==> src/rtl/serial_thermometer_generator_if.sv <==
// Handshake and serial-lane bundle for the serial thermometer generator.
// master = upstream/serial consumer side, slave = the generator.
interface serial_thermometer_generator_if #(
   parameter int SERIAL_INPUT_LENGTH = 64,
   parameter int VW = $clog2(SERIAL_INPUT_LENGTH) + 2
);
   logic signed [VW-1:0] value_in;
   logic                 in_valid;
   logic                 in_ready;
   logic                 serial_en;
   logic                 serial_out;
   logic                 serial_valid;
   logic                 serial_last;
   logic                 sat_flag;

   modport master (
      output value_in, in_valid, serial_en,
      input  in_ready, serial_out, serial_valid,
      input  serial_last, sat_flag
   );

   modport slave (
      input  value_in, in_valid, serial_en,
      output in_ready, serial_out, serial_valid,
      output serial_last, sat_flag
   );
endinterface

==> src/rtl/serial_thermometer_generator.sv <==
// Signed value -> L-bit serial thermometer frame (value+L/2 ones, then zeros).
// One frame per accepted value; back-to-back frames abut with no gap.
module serial_thermometer_generator #(
   parameter int SERIAL_INPUT_LENGTH = 64,
   parameter int CW = $clog2(SERIAL_INPUT_LENGTH) + 1,
   parameter int VW = $clog2(SERIAL_INPUT_LENGTH) + 2
) (
   input logic clk,
   input logic rst,
   serial_thermometer_generator_if.slave th
);
   localparam int L = SERIAL_INPUT_LENGTH;
   localparam logic signed [VW:0] HALF = (VW+1)'(L / 2);
   localparam logic signed [VW:0] FULL = (VW+1)'(L);
   localparam logic [CW-1:0] K_LAST = CW'(L - 1);
   localparam logic [CW-1:0] ONES_MAX = CW'(L);

   typedef enum logic {IDLE, SEND} state_e;

   state_e state_q, state_d;
   logic [CW-1:0] k_q, k_d;
   logic [CW-1:0] ones_q, ones_d;
   logic sat_q, sat_d;
   logic out_q, out_d;
   logic last_q, last_d;

   logic signed [VW:0] sum;
   logic [CW-1:0] ones_new;
   logic sat_new;
   logic [CW-1:0] k_nxt;
   logic at_end;
   logic ready;
   logic accept;

   // Clamp out-of-range values to an all-zero or all-one frame.
   always_comb begin
      sum = $signed({th.value_in[VW-1], th.value_in}) + HALF;
      ones_new = '0;
      sat_new = 1'b0;
      unique case (1'b1)
         (sum < 0): begin
            ones_new = '0;
            sat_new = 1'b1;
         end
         (sum > FULL): begin
            ones_new = ONES_MAX;
            sat_new = 1'b1;
         end
         default: begin
            ones_new = CW'(sum);
            sat_new = 1'b0;
         end
      endcase
   end

   assign k_nxt = k_q + CW'(1);
   assign at_end = (state_q == SEND) && (k_q == K_LAST) && th.serial_en;
   assign accept = th.in_valid && ready;

   always_ff @(posedge clk or posedge rst) begin
      if (rst) begin
         state_q <= IDLE;
      end else begin
         state_q <= state_d;
      end
   end

   always_comb begin
      state_d = state_q;
      unique case (state_q)
         IDLE: if (accept) state_d = SEND;
         SEND: if (at_end && !accept) state_d = IDLE;
         default: state_d = IDLE;
      endcase
   end

   always_comb begin
      ready = 1'b0;
      if (!rst) ready = (state_q == IDLE) || at_end;
      th.in_ready = ready;
      th.serial_valid = (state_q == SEND);
      th.serial_out = out_q;
      th.serial_last = last_q;
      th.sat_flag = sat_q;
   end

   // Bit k of the frame is precomputed so serial_out is a flop output.
   always_comb begin
      k_d = k_q;
      ones_d = ones_q;
      sat_d = sat_q;
      out_d = out_q;
      last_d = last_q;
      if (accept) begin
         k_d = '0;
         ones_d = ones_new;
         sat_d = sat_new;
         out_d = (ones_new != '0);
         last_d = 1'b0;
      end else if ((state_q == SEND) && th.serial_en) begin
         if (at_end) begin
            k_d = '0;
            out_d = 1'b0;
            last_d = 1'b0;
         end else begin
            k_d = k_nxt;
            out_d = (k_nxt < ones_q);
            last_d = (k_nxt == K_LAST);
         end
      end
   end

   always_ff @(posedge clk or posedge rst) begin
      if (rst) begin
         k_q <= '0;
         ones_q <= '0;
         sat_q <= 1'b0;
         out_q <= 1'b0;
         last_q <= 1'b0;
      end else begin
         k_q <= k_d;
         ones_q <= ones_d;
         sat_q <= sat_d;
         out_q <= out_d;
         last_q <= last_d;
      end
   end
endmodule

==> src/flat_wrapper.sv <==
// flat-port wrapper written by rule: the top's interface ports become plain ports
module serial_thermometer_generator_flat 
#(
   parameter int SERIAL_INPUT_LENGTH = 64,
   parameter int CW = $clog2(SERIAL_INPUT_LENGTH) + 1,
   parameter int VW = $clog2(SERIAL_INPUT_LENGTH) + 2
)
  (clk, rst, th_value_in, th_in_valid, th_serial_en, th_in_ready, th_serial_out, th_serial_valid, th_serial_last, th_sat_flag);
  serial_thermometer_generator_if #(.SERIAL_INPUT_LENGTH(SERIAL_INPUT_LENGTH), .VW(VW)) th_i ();
  input logic clk;
  input logic rst;
  input wire logic [$bits(th_i.value_in)-1:0] th_value_in;
  input wire logic [$bits(th_i.in_valid)-1:0] th_in_valid;
  input wire logic [$bits(th_i.serial_en)-1:0] th_serial_en;
  output wire logic [$bits(th_i.in_ready)-1:0] th_in_ready;
  output wire logic [$bits(th_i.serial_out)-1:0] th_serial_out;
  output wire logic [$bits(th_i.serial_valid)-1:0] th_serial_valid;
  output wire logic [$bits(th_i.serial_last)-1:0] th_serial_last;
  output wire logic [$bits(th_i.sat_flag)-1:0] th_sat_flag;
  assign th_i.value_in = th_value_in;
  assign th_i.in_valid = th_in_valid;
  assign th_i.serial_en = th_serial_en;
  assign th_in_ready = th_i.in_ready;
  assign th_serial_out = th_i.serial_out;
  assign th_serial_valid = th_i.serial_valid;
  assign th_serial_last = th_i.serial_last;
  assign th_sat_flag = th_i.sat_flag;
  serial_thermometer_generator #(.SERIAL_INPUT_LENGTH(SERIAL_INPUT_LENGTH), .CW(CW), .VW(VW)) u_core (.clk(clk), .rst(rst), .th(th_i));
endmodule
==> config.mk <==
export PLATFORM = sky130hd
export DESIGN_NAME = serial_thermometer_generator_flat
export DESIGN_NICKNAME = d
export VERILOG_FILES = /design/src/rtl/serial_thermometer_generator_if.sv /design/src/rtl/serial_thermometer_generator.sv /design/src/flat_wrapper.sv
export SDC_FILE = /design/constraint.sdc
export NUM_CORES = 1
export LEC_CHECK = 0
export ABC_AREA = 0
export CORE_ASPECT_RATIO = 0.75
export CORE_MARGIN = 2
export CORE_UTILIZATION = 30
export DETAILED_ROUTE_END_ITERATION = 8
export GPL_TIMING_DRIVEN = 0
export PLACE_DENSITY = 0.62
export REMOVE_ABC_BUFFERS = 1
export SLEW_MARGIN = 20
export SYNTH_ARGS = -nofsm -noshare
export SYNTH_HDL_FRONTEND = slang
export SYNTH_SLANG_ARGS = --single-unit
export TNS_END_PERCENT = 10
==> constraint.sdc <==
create_clock -name clk -period 2.4 [get_ports clk]
set_clock_uncertainty 0.1 [all_clocks]
set_input_delay 0.24 -clock clk [delete_from_list [all_inputs] [get_ports clk]]
set_output_delay 0.24 -clock clk [all_outputs]
set_load 0.02 [all_outputs]
Yosys cells after proc, flatten, opt, wreduce, memory -nomap -nowiden
Cells that the tools add are included.

Logic and storage cells: 39. Register bits: 18. Output and inout port bits: 5.

Bitwise logic cells: 1. Equal/unequal tests: 2. Multiplexer cells: 15. Order comparisons: 3. Reductions and logical operators: 10. Add/subtract/negate cells: 2.

Operator list (number): $mux W7 (3); $eq A7 B6 Y1 const B (2); $pmux W7 S2 (1); $mux W1 (10); $add A8 B7 Y9 const B (1); $gt A9 B8 Y1 const B (1); $lt A9 B1 Y1 const B (1); $add A7 B1 Y7 const B (1); $lt A7 B7 Y1 (1); $reduce_bool A7 Y1 (1); $logic_and A1 B1 Y1 (5); $pmux W1 S2 (1); $reduce_bool A2 Y1 (1); $reduce_or A2 Y1 (1); $logic_not A1 Y1 (1); $logic_or A1 B1 Y1 (1); $not A1 Y1 (1).

Logic depth before layout (Yosys ltp)
Word-level depth: 10. Mapped depth: 9.

Least setup slack after synthesis
Ideal clock, no wire load.

Path type: flip-flop to flip-flop. From: reg u_core.k_q[0]. To: reg u_core.ones_q[0]. Stages on the path, launching flop included: 7. Setup time: 121 ps. Path slack: 438 ps. Data arrival time: 1741 ps. Path through: dfrtp_1 -> ha_1 -> nand4b_1 -> o21ai_0 -> nand3_1 -> clkbuf_1 -> a22o_1.

Cells in the longest elaborated chain, start to end: 6.

Ends and longest elaborated chain: start, declared (line serial_thermometer_generator.sv:21) `logic [CW-1:0] k_q, k_d;`; start signal, assigned (line serial_thermometer_generator.sv:121) `k_q <= k_d;`; $eq A7 B6 Y1 (line serial_thermometer_generator.sv:57) `assign at_end = (state_q == SEND) && (k_q == K_LAST) && th.serial_en;`; $logic_and A1 B1 Y1 (2 in series) (line serial_thermometer_generator.sv:57); $logic_or A1 B1 Y1 (line serial_thermometer_generator.sv:79) `if (!rst) ready = (state_q == IDLE) || at_end;`; $mux W1 (line serial_thermometer_generator.sv:79); $logic_and A1 B1 Y1 (line serial_thermometer_generator.sv:58) `assign accept = th.in_valid && ready;`; end signal, assigned (line serial_thermometer_generator.sv:122) `ones_q <= ones_d;`; end, declared (line serial_thermometer_generator.sv:22) `logic [CW-1:0] ones_q, ones_d;`.

Every way passes these cells. A chain may end at the register's enable or synchronous reset.

Worst setup path in the final report
From: reg u_core.k_q[0]. To: reg u_core.ones_q[2].

Same word-level chain as after synthesis.

==> key figures <==
Synth
  • Avg Cell Area, Syn: 9.522 um^2
  • Synthesized instance count: 113
  • Synth area leaders: dfrtp_1 (42%), ha_1 (10%), a22o_1 (5.7%), inv_1 (4.9%), nand3_1 (3.7%)
  • Share of Yosys cell area claimed by the top area cell type: 41.86%
  • Synthesis-stage register bit count: 18
  • Sequential share of the synthesized area: 41.86%
  • Cell Area, Synth: 1076 um^2
  • YS warnings: 0
  • Count of cell types in the netlist: 33
  • Post-synth top area cell: dfrtp_1

GRT
  • GRT busiest layer: met2
  • Initial antenna violation count: 0
  • GRT met3 Usage: 3.442%
  • Largest net degree at the start of global routing: 21
  • Met1 usage: 18.60%
  • GRT Util Overall: 12.79%
  • Vias in the first global route: 885
  • Met2 Use GR: 18.79%
  • First-pass GRT wire length: 4.084 mm
  • GR Overflow Total: 0

Power
  • Lkg Pwr: 0.6329 nW
  • Pwr dens: 753.8 nW/um^2
  • Peak VDD IR: 0.0003833 V
  • Power Total: 1.033 mW

Timing
  • F_max: 461.7 MHz
  • Hold slack final: 0.2649 ns
  • Final Setup Violations: 0
  • Tightest Pin Transition: 0.4561 ns
  • Final Hold Fails: 0
  • RSZ-0062 raised after global routing: false
  • Min Clock Period, post-route: 2.166 ns
  • Slew margin rel.: 69.53%
  • Slew Viols, Final: 0
  • Fin crit share: 90.25%

Floorplanning
  • Initial Util: 32.07%
  • Ports: 17
  • Row count: 18
  • Die X: 73.16 um
  • Die area: 4087 um^2
  • Die Y: 55.87 um
  • Core area: 3356 um^2

Detailed routing
  • Antenna viol nets, final: 0
  • Via/cell ratio: 5.208
  • Via count: 901
  • Final wirelength: 2.374 mm
  • First drt pass iteration count: 4
  • Drt wl/cell: 13.72 um
  • DRT iter0 DRCs: 28
  • DR DRC count: 0

Critical path
  • Worst stage delay on the critical path: 0.43 ns
  • Crit start category: flip-flop
  • Top Family by Delay on Critical Path: compound AO/OA/AOI/OAI gates
  • Buf+Inv Stages, Crit Path: 1
  • Slowest CP cell: dfrtp_1
  • Worst Path Required: 2.50 ns
  • Critical Path AT: 2.26 ns
  • Critical path class: flip-flop to flip-flop
  • Crit path cell chain: ha_2, nand4b_1, o21ai_2, buf_4, nand3_4, a221oi_4, a22o_1
  • CP Max Fanout: 14
  • CP Capture Type: flip-flop

Clocking
  • H-tree levels: 1
  • Clock buffer depth: 2
  • Worst skew pair latency: 0.26 ns
  • Number of CTS-inserted buffers: 3
  • Root buffer cell: clkbuf_8
  • Clk pin slew, worst setup/hold paths: 0.07 ns
  • CTS tree: built
  • Clk sink count: 18

Final layout
  • Area growth, synth to finish: 27.33%
  • Layout cells sized above 1: 9.023%
  • Post-layout util: 40.83%
  • Area occupied by multi-input gates: 588.1 um^2
  • Fill count: 325
  • Reg area: 450.4 um^2
  • Diodes inserted: 0
  • Nets: 155

Placement
  • # port buffers: 16
  • Routability congestion estimate: 0.7910
  • Final HPWL DP: 1.797 mm

Run status
  • Outcome: finished clean

Min path
  • Worst Hold Class: input pin to async pin

Flow run
  • Max_cap viols: 0
## area by class of cell
class	instances	area share, %
Inverter	14	4.110
Timing Repair Buffer	17	12.42
Multi-Input combinational cell	80	42.92
Clock buffer	4	4.018
Sequential cell	18	32.88
Tap cell	40	3.653
## logic make-up (layout without fill, tap and decap cells)
kind of cell    count (synthesis)  count (layout)  synth area share [%]
xor+xnor                        5               5                 4.071
simple gates                   35              35                 16.63
buf+inv                        15              35                 5.232
compound gates                 31              31                 21.75
fa+ha+maj                       9               9                 10.47
flops                          18              18                 41.86
## synth_stat cells
cell type / count
o32ai_1: 1
nand4b_1: 1
o31ai_1: 1
o21ai_0: 8
nand2_1: 10
a221oi_4: 1
o21a_1: 1
inv_1: 14
nor2_1: 5
xor2_1: 3
and3_1: 1
or2_2: 1
or3_4: 1
a22o_1: 7
o211a_1: 1
nand2b_1: 2
o221ai_1: 1
a21oi_1: 4
nor2b_1: 1
a21o_1: 1
dfrtp_1: 18
a21boi_0: 2
nor3_1: 1
clkbuf_1: 1
or4_1: 1
ha_1: 9
xnor2_1: 2
nand4_1: 1
o22ai_1: 1
a211oi_1: 1
and2_1: 2
o21bai_1: 1
nand3_1: 8
## worst paths after layout
check,from,to,slack [ns],depth (start not counted)
max reg2reg,u_core.k_q[0]$_DFFE_PP0P_,u_core.ones_q[2]$_DFFE_PP0N_,0.23,7
min in group clk,u_core.ones_q[6]$_DFFE_PP0N_,u_core.ones_q[6]$_DFFE_PP0N_,0.40,2
min reg2reg,u_core.ones_q[6]$_DFFE_PP0N_,u_core.ones_q[6]$_DFFE_PP0N_,0.40,2
min,rst,u_core.th.serial_valid$_DFF_PP0_,0.26,2
max in group asynchronous,rst,u_core.k_q[4]$_DFFE_PP0P_,1.66,2
max,u_core.k_q[0]$_DFFE_PP0P_,u_core.ones_q[2]$_DFFE_PP0N_,0.23,7
## state kept, by name, indices dropped and copies added (netlist names)
register and flops:
u_core.th.serial_valid 1, u_core.th.serial_out 1, u_core.k_q 7, u_core.th.serial_last 1
u_core.th.sat_flag 1, u_core.ones_q 7
## routing by layer
metal	share of wire, %	vias up
li1	-	441
met5	0	-
met3	4.6	2
met4	0.84	0
met2	44	20
met1	51	438
## placed cells by master (no fill, tap or decap), types with 2 or more instances in the layout
| cell type | netlist | layout |
|---|---|---|
| and2_1 | 2 | 2 |
| xnor2_1 | 2 | 2 |
| dfrtp_1 | 18 | 18 |
| o21ai_0 | 8 | 7 |
| nand2_1 | 10 | 10 |
| a22o_1 | 7 | 7 |
| nand2b_1 | 2 | 2 |
| inv_1 | 14 | 13 |
| a21boi_0 | 2 | 2 |
| a21oi_1 | 4 | 4 |
| nor2_1 | 5 | 5 |
| nand3_1 | 8 | 7 |
| xor2_1 | 3 | 3 |
| clkbuf_8 | 0 | 4 |
| clkdlybuf4s50_1 | 0 | 15 |
| ha_1 | 9 | 8 |
## where the power goes
group / internal, mW / switching, mW
clock: 0.146 / 0.110
sequential: 0.360 / 0.0759
combinational: 0.162 / 0.179
## metrics by stage
| stage | setup TNS, ns | instance area (um^2) | instances | worst slack, ns |
|---|---|---|---|---|
| 2_1_floorplan | 0 | 1072 | 112 | 0.2812 |
| 3_3_place_gp | -2.804 | 1282 | 168 | -0.3745 |
| 3_5_place_dp | -3.524 | 1282 | 168 | -0.4389 |
| 4_1_cts | 0 | 1360 | 173 | 0.004671 |
| 5_1_grt | 0 | 1370 | 173 | 0.08441 |
| 6_report | 0 | 1370 | 173 | 0.2340 |
## repair_timing
action                     in CTS  in global routing
buffers inserted                1                  0
gates resized for setup         5                  2
pin swaps                       1                  0
hold buffers                    0                  0
setup endpoints to repair      10                  7
Note: power is estimated with default switching activity, not from simulation.
==> patch 1: new RTL, same settings <==
`SERIAL_INPUT_LENGTH` is set to 64 in 3 places; all go to 32.
--- a/src/rtl/serial_thermometer_generator_if.sv
+++ b/src/rtl/serial_thermometer_generator_if.sv
@@ -1,7 +1,7 @@
 // Handshake and serial-lane bundle for the serial thermometer generator.
 // master = upstream/serial consumer side, slave = the generator.
 interface serial_thermometer_generator_if #(
-   parameter int SERIAL_INPUT_LENGTH = 64,
+   parameter int SERIAL_INPUT_LENGTH = 32,
    parameter int VW = $clog2(SERIAL_INPUT_LENGTH) + 2
 );
    logic signed [VW-1:0] value_in;
--- a/src/rtl/serial_thermometer_generator.sv
+++ b/src/rtl/serial_thermometer_generator.sv
@@ -1,7 +1,7 @@
 // Signed value -> L-bit serial thermometer frame (value+L/2 ones, then zeros).
 // One frame per accepted value; back-to-back frames abut with no gap.
 module serial_thermometer_generator #(
-   parameter int SERIAL_INPUT_LENGTH = 64,
+   parameter int SERIAL_INPUT_LENGTH = 32,
    parameter int CW = $clog2(SERIAL_INPUT_LENGTH) + 1,
    parameter int VW = $clog2(SERIAL_INPUT_LENGTH) + 2
 ) (
--- a/src/flat_wrapper.sv
+++ b/src/flat_wrapper.sv
@@ -1,7 +1,7 @@
 // flat-port wrapper written by rule: the top's interface ports become plain ports
 module serial_thermometer_generator_flat 
 #(
-   parameter int SERIAL_INPUT_LENGTH = 64,
+   parameter int SERIAL_INPUT_LENGTH = 32,
    parameter int CW = $clog2(SERIAL_INPUT_LENGTH) + 1,
    parameter int VW = $clog2(SERIAL_INPUT_LENGTH) + 2
 )
Interface: changed (resized th_value_in); port bits go from 17 to 16. No check against the original RTL was run, so the function may have changed too.
==> patch 1 against the unedited design <==
Setup slack gained 0.012 ns. Sequential cell count shrank 2. Sequential power shrank 4.6%. Combinational power grew 23%. First-iteration DRC count grew 11%. Core utilization shrank 2.5 points. Cell area shrank 9.3%. Area after synthesis shrank 7.1%. Sequential share of layout area shrank 0.55 points. Routed wire length shrank 16%. Power grew 4.1%. Critical endpoint is now th_in_ready. Largest cell class unchanged.
==> patch 1: results (changes against the unedited design) <==
grt_overflow: 0  # unchanged
reg2reg_from: "u_core.k_q[2]$_DFFE_PP0P_"
crit_family: "flip-flops"
clock_latency_ns: 0.25
synth_area_leaders: "dfrtp_1, ha_1, inv_1, a22o_1, nand2_1"
grt_first_pass_wirelength_mm: 3.48  # -15%
via_per_inst: 4.94  # -5.1%
dr.pass1.iters: 4  # unchanged
grt_pass1_vias: 779  # -12%
worstMarginPinSlew_ns: 0.671  # +0.215 ns
ys_seq_area_share_pct: 40.1  # -1.8 points
track_usage_pct: 12.1  # -0.68 points
gp_congestion: 0.827  # +4.6%
reg2reg_slack_ns: 0.39  # +0.16 ns
portBuffers: 15  # -1
placed_area_um2: 1190  # -7.4%
synth_common_cells: "dfrtp_1, inv_1, nand2_1"
synth.distinct_cells: 36  # +9.1%
reg2reg_depth: 8  # +1
place_ws_ns: 0.174  # +0.613 ns
n_fill_cell: 338  # +4.0%
wl_met3_um: 108  # -0.92%
cp.arrival_ns: 1.81  # -0.45 ns
drt-met1-wl_mm: 1.06  # -12%
ir_drop_v: 0.000250  # -35%
reg_top3: "u_core.k_q x6, u_core.ones_q x6"
route.met2.wl_um: 780  # -25%
grt_max_degree: 18  # -14%
drt_iter0_markers: 31  # +11%
status: "complete, no violations"
hpwl_mm: 1.55  # -14%
wl_per_cell_um: 12.5  # -8.9%
drive_above_1_share_pct: 6.67  # -2.4 points
total_leakage_power_nw: 0.582  # -8.0%
crit_fanout: 5  # -9
r2r-end: "u_core.th.serial_out$_DFFE_PP0P_"
nets: 141  # -9.0%
==> patch 1: cells by family after synthesis <==
family          synth area share (%)
compound gates                  22.5
xor+xnor                        4.38
fa+ha+maj                       11.3
buf+inv                         5.76
flops                           40.0
mux                             1.00
simple gates                    15.0
==> patch 1: cell type report <==
class	count	area, um^2	area share (%)
flip-flops and latches	16	402	32.3
multi-input cells	73	542	43.6
repair buffers	15	149	12.0
clock buffers	4	55.1	4.43
inverters	12	45.0	3.63
well taps	40	50.0	4.03
==> patch 1: worst max-delay path by stage <==
stage                                   start                                to  slack, ns  cells past startpoint
floorplan           u_core.k_q[2]$_DFFE_PP0P_  u_core.th.serial_out$_DFFE_PP0P_       0.59                      8
global placement                 th_serial_en                       th_in_ready       0.18                      5
detailed placement               th_serial_en                       th_in_ready       0.17                      5
CTS                 u_core.k_q[1]$_DFFE_PP0P_                       th_in_ready       0.24                      5
global route        u_core.k_q[1]$_DFFE_PP0P_                       th_in_ready       0.15                      5
finish              u_core.k_q[1]$_DFFE_PP0P_                       th_in_ready       0.25                      5
==> patch 1: layer usage <==
metal  vias to the layer above  track usage (%)
met4                         0             6.92
li1                        405                -
met5                         -                0
met3                         6             3.18
met1                       356             16.4
met2                        24             17.6
==> patch 1: timing repair <==
action | CTS | global route
setup buffers | 0 | 0
endpoints found under the setup margin | 1 | 0
resized for setup | 2 | 0
==> patch 1: through the flow <==
stage	instances	hold WS (ns)
floorplan	101	0.0688
global placement	156	0.381
detailed placement	156	0.383
CTS	160	0.360
global route	160	0.400
finish	160	0.332
==> patch 1: where the power goes <==
part	switching (mW)	leakage (nW)	total, mW	internal (mW)
sequential	0.0827	0.200	0.416	0.334
clock	0.0957	0.0288	0.241	0.146
combinational	0.209	0.353	0.418	0.208
total	0.388	0.582	1.08	0.688
==> patch 2: new RTL, same flow settings <==
Without the edit above. Take the reset off `k_q` and load it in a clocked block of its own.
--- a/src/rtl/serial_thermometer_generator.sv
+++ b/src/rtl/serial_thermometer_generator.sv
@@ -112,18 +112,20 @@
 
    always_ff @(posedge clk or posedge rst) begin
       if (rst) begin
-         k_q <= '0;
          ones_q <= '0;
          sat_q <= 1'b0;
          out_q <= 1'b0;
          last_q <= 1'b0;
       end else begin
-         k_q <= k_d;
          ones_q <= ones_d;
          sat_q <= sat_d;
          out_q <= out_d;
          last_q <= last_d;
       end
    end
+
+   always_ff @(posedge clk) begin
+      k_q <= k_d;
+   end
 endmodule
 
Function: no difference found for any inputs over 10 cycles, from zero or initial values and one cycle with rst high; that may be too few to reach the edited logic, so the function may still have changed.
==> patch 2 against the unedited design <==
Clock power is essentially flat. Area after synthesis is 2.8% higher. Routed wire length is 0.51% lower. Sequential cell count unchanged. Maximum frequency is 2.6% lower. Setup slack got worse by 0.058 ns. Cell area is 2.7% higher. Critical path type unchanged. Power decreased by 0.91%.
==> patch 2: results (changes against the unedited design) <==
cp_slowest_cell: "dfxtp_2"
p_comb_share_pct: 33.1  # about the same
n_fill_cell: 358  # +10%
setup_viol: 0  # unchanged
synth.distinct_cells: 36  # +9.1%
async_flop_share_pct: 61.1  # -39 points
placed_area_um2: 1320  # +2.9%
crit_family: "compound AO/OA/AOI/OAI gates"
htree_levels: 1  # unchanged
drt_iter0_markers: 60  # +110%
grt_first_pass_wirelength_mm: 4.15  # +1.7%
synthXorXnorAreaFrac_pct: 3.96  # -0.11 points
crit_fanout: 5  # -9
hpwl_mm: 1.83  # +2.1%
drive_above_1_share_pct: 10.7  # +1.7 points
synth_cells: 119  # +5.3%
clock.fmax_mhz: 450  # -2.6%
ir_drop_v: 0.000503  # +31%
status: "complete, no violations"
gp_congestion: 0.791  # about the same
dr.pass1.iters: 4  # unchanged
synthAdderAreaFrac_pct: 10.2  # -0.28 points
slew_headroom_pct: 67.1  # -2.5 points
synth_common_cells: "nand2_1, inv_1, dfrtp_1"
clkTransAtPathRegs_ns: 0.08
wl_per_cell_um: 12.3  # -10%
synth_mux_area_share_pct: 1.02  # +1.0 points
dp_cells: 186  # +11%
reg2reg_depth: 9  # +2
p_switching_mw: 0.354  # -2.9%
grt_pass1_vias: 865  # -2.3%
clockRootBuffer: "clkbuf_8"
max_stage_delay_ns: 0.40  # -0.03 ns
diodes: 0  # unchanged
place_ws_ns: -0.132  # +0.307 ns
via_per_inst: 4.68  # -10%
finish.instance_area_um2: 1410  # +2.7%
reg2reg_slack_ns: 0.18  # -0.06 ns
finalWirelength_mm: 2.36  # -0.51%
grt_max_degree: 16  # -24%
total_leakage_power_nw: 0.616  # -2.7%
reg2reg_from: "u_core.k_q[1]$_SDFFE_PP0P_"
portBuffers: 16  # unchanged
cp-endpoint: "u_core.th.serial_out$_DFFE_PP0P_"
cts.repair_timing.setup_buffer_count: 1  # unchanged
synth-compound-area-share_pct: 22.2  # +0.43 points
nets: 162  # +4.5%
synth_area_leaders: "dfrtp_1, dfxtp_1, ha_1, nand2_1, inv_1"
ys_seq_area_share_pct: 37.6  # -4.3 points
track_usage_pct: 12.9  # +0.071 points
-- patch 2: per-layer routing --
metal / track usage, % / vias up / wire [um]
met4: 3.12 / 0 / 25
met5: 0 / - / 0
met3: 3.23 / 5 / 87
met1: 18.9 / 403 / 1250
li1: - / 467 / -
met2: 18.8 / 24 / 1000
-- patch 2: cell type report --
| cell class | count | share of cell area [%] |
|---|---|---|
| Multi-Input combinational cell | 88 | 46.0 |
| Sequential cell | 18 | 29.9 |
| Timing Repair Buffer | 18 | 12.4 |
| Tap cell | 52 | 4.62 |
| Clock buffer | 4 | 3.91 |
| Inverter | 12 | 3.20 |
-- patch 2: through the flow --
step | power, mW | hold slack (ns)
after floorplan | 0.640 | 0.00549
after global placement | 0.734 | 0.376
after detailed placement | 0.757 | 0.376
after CTS | 1.02 | 0.240
after global routing | 1.10 | 0.275
final | 1.02 | 0.225
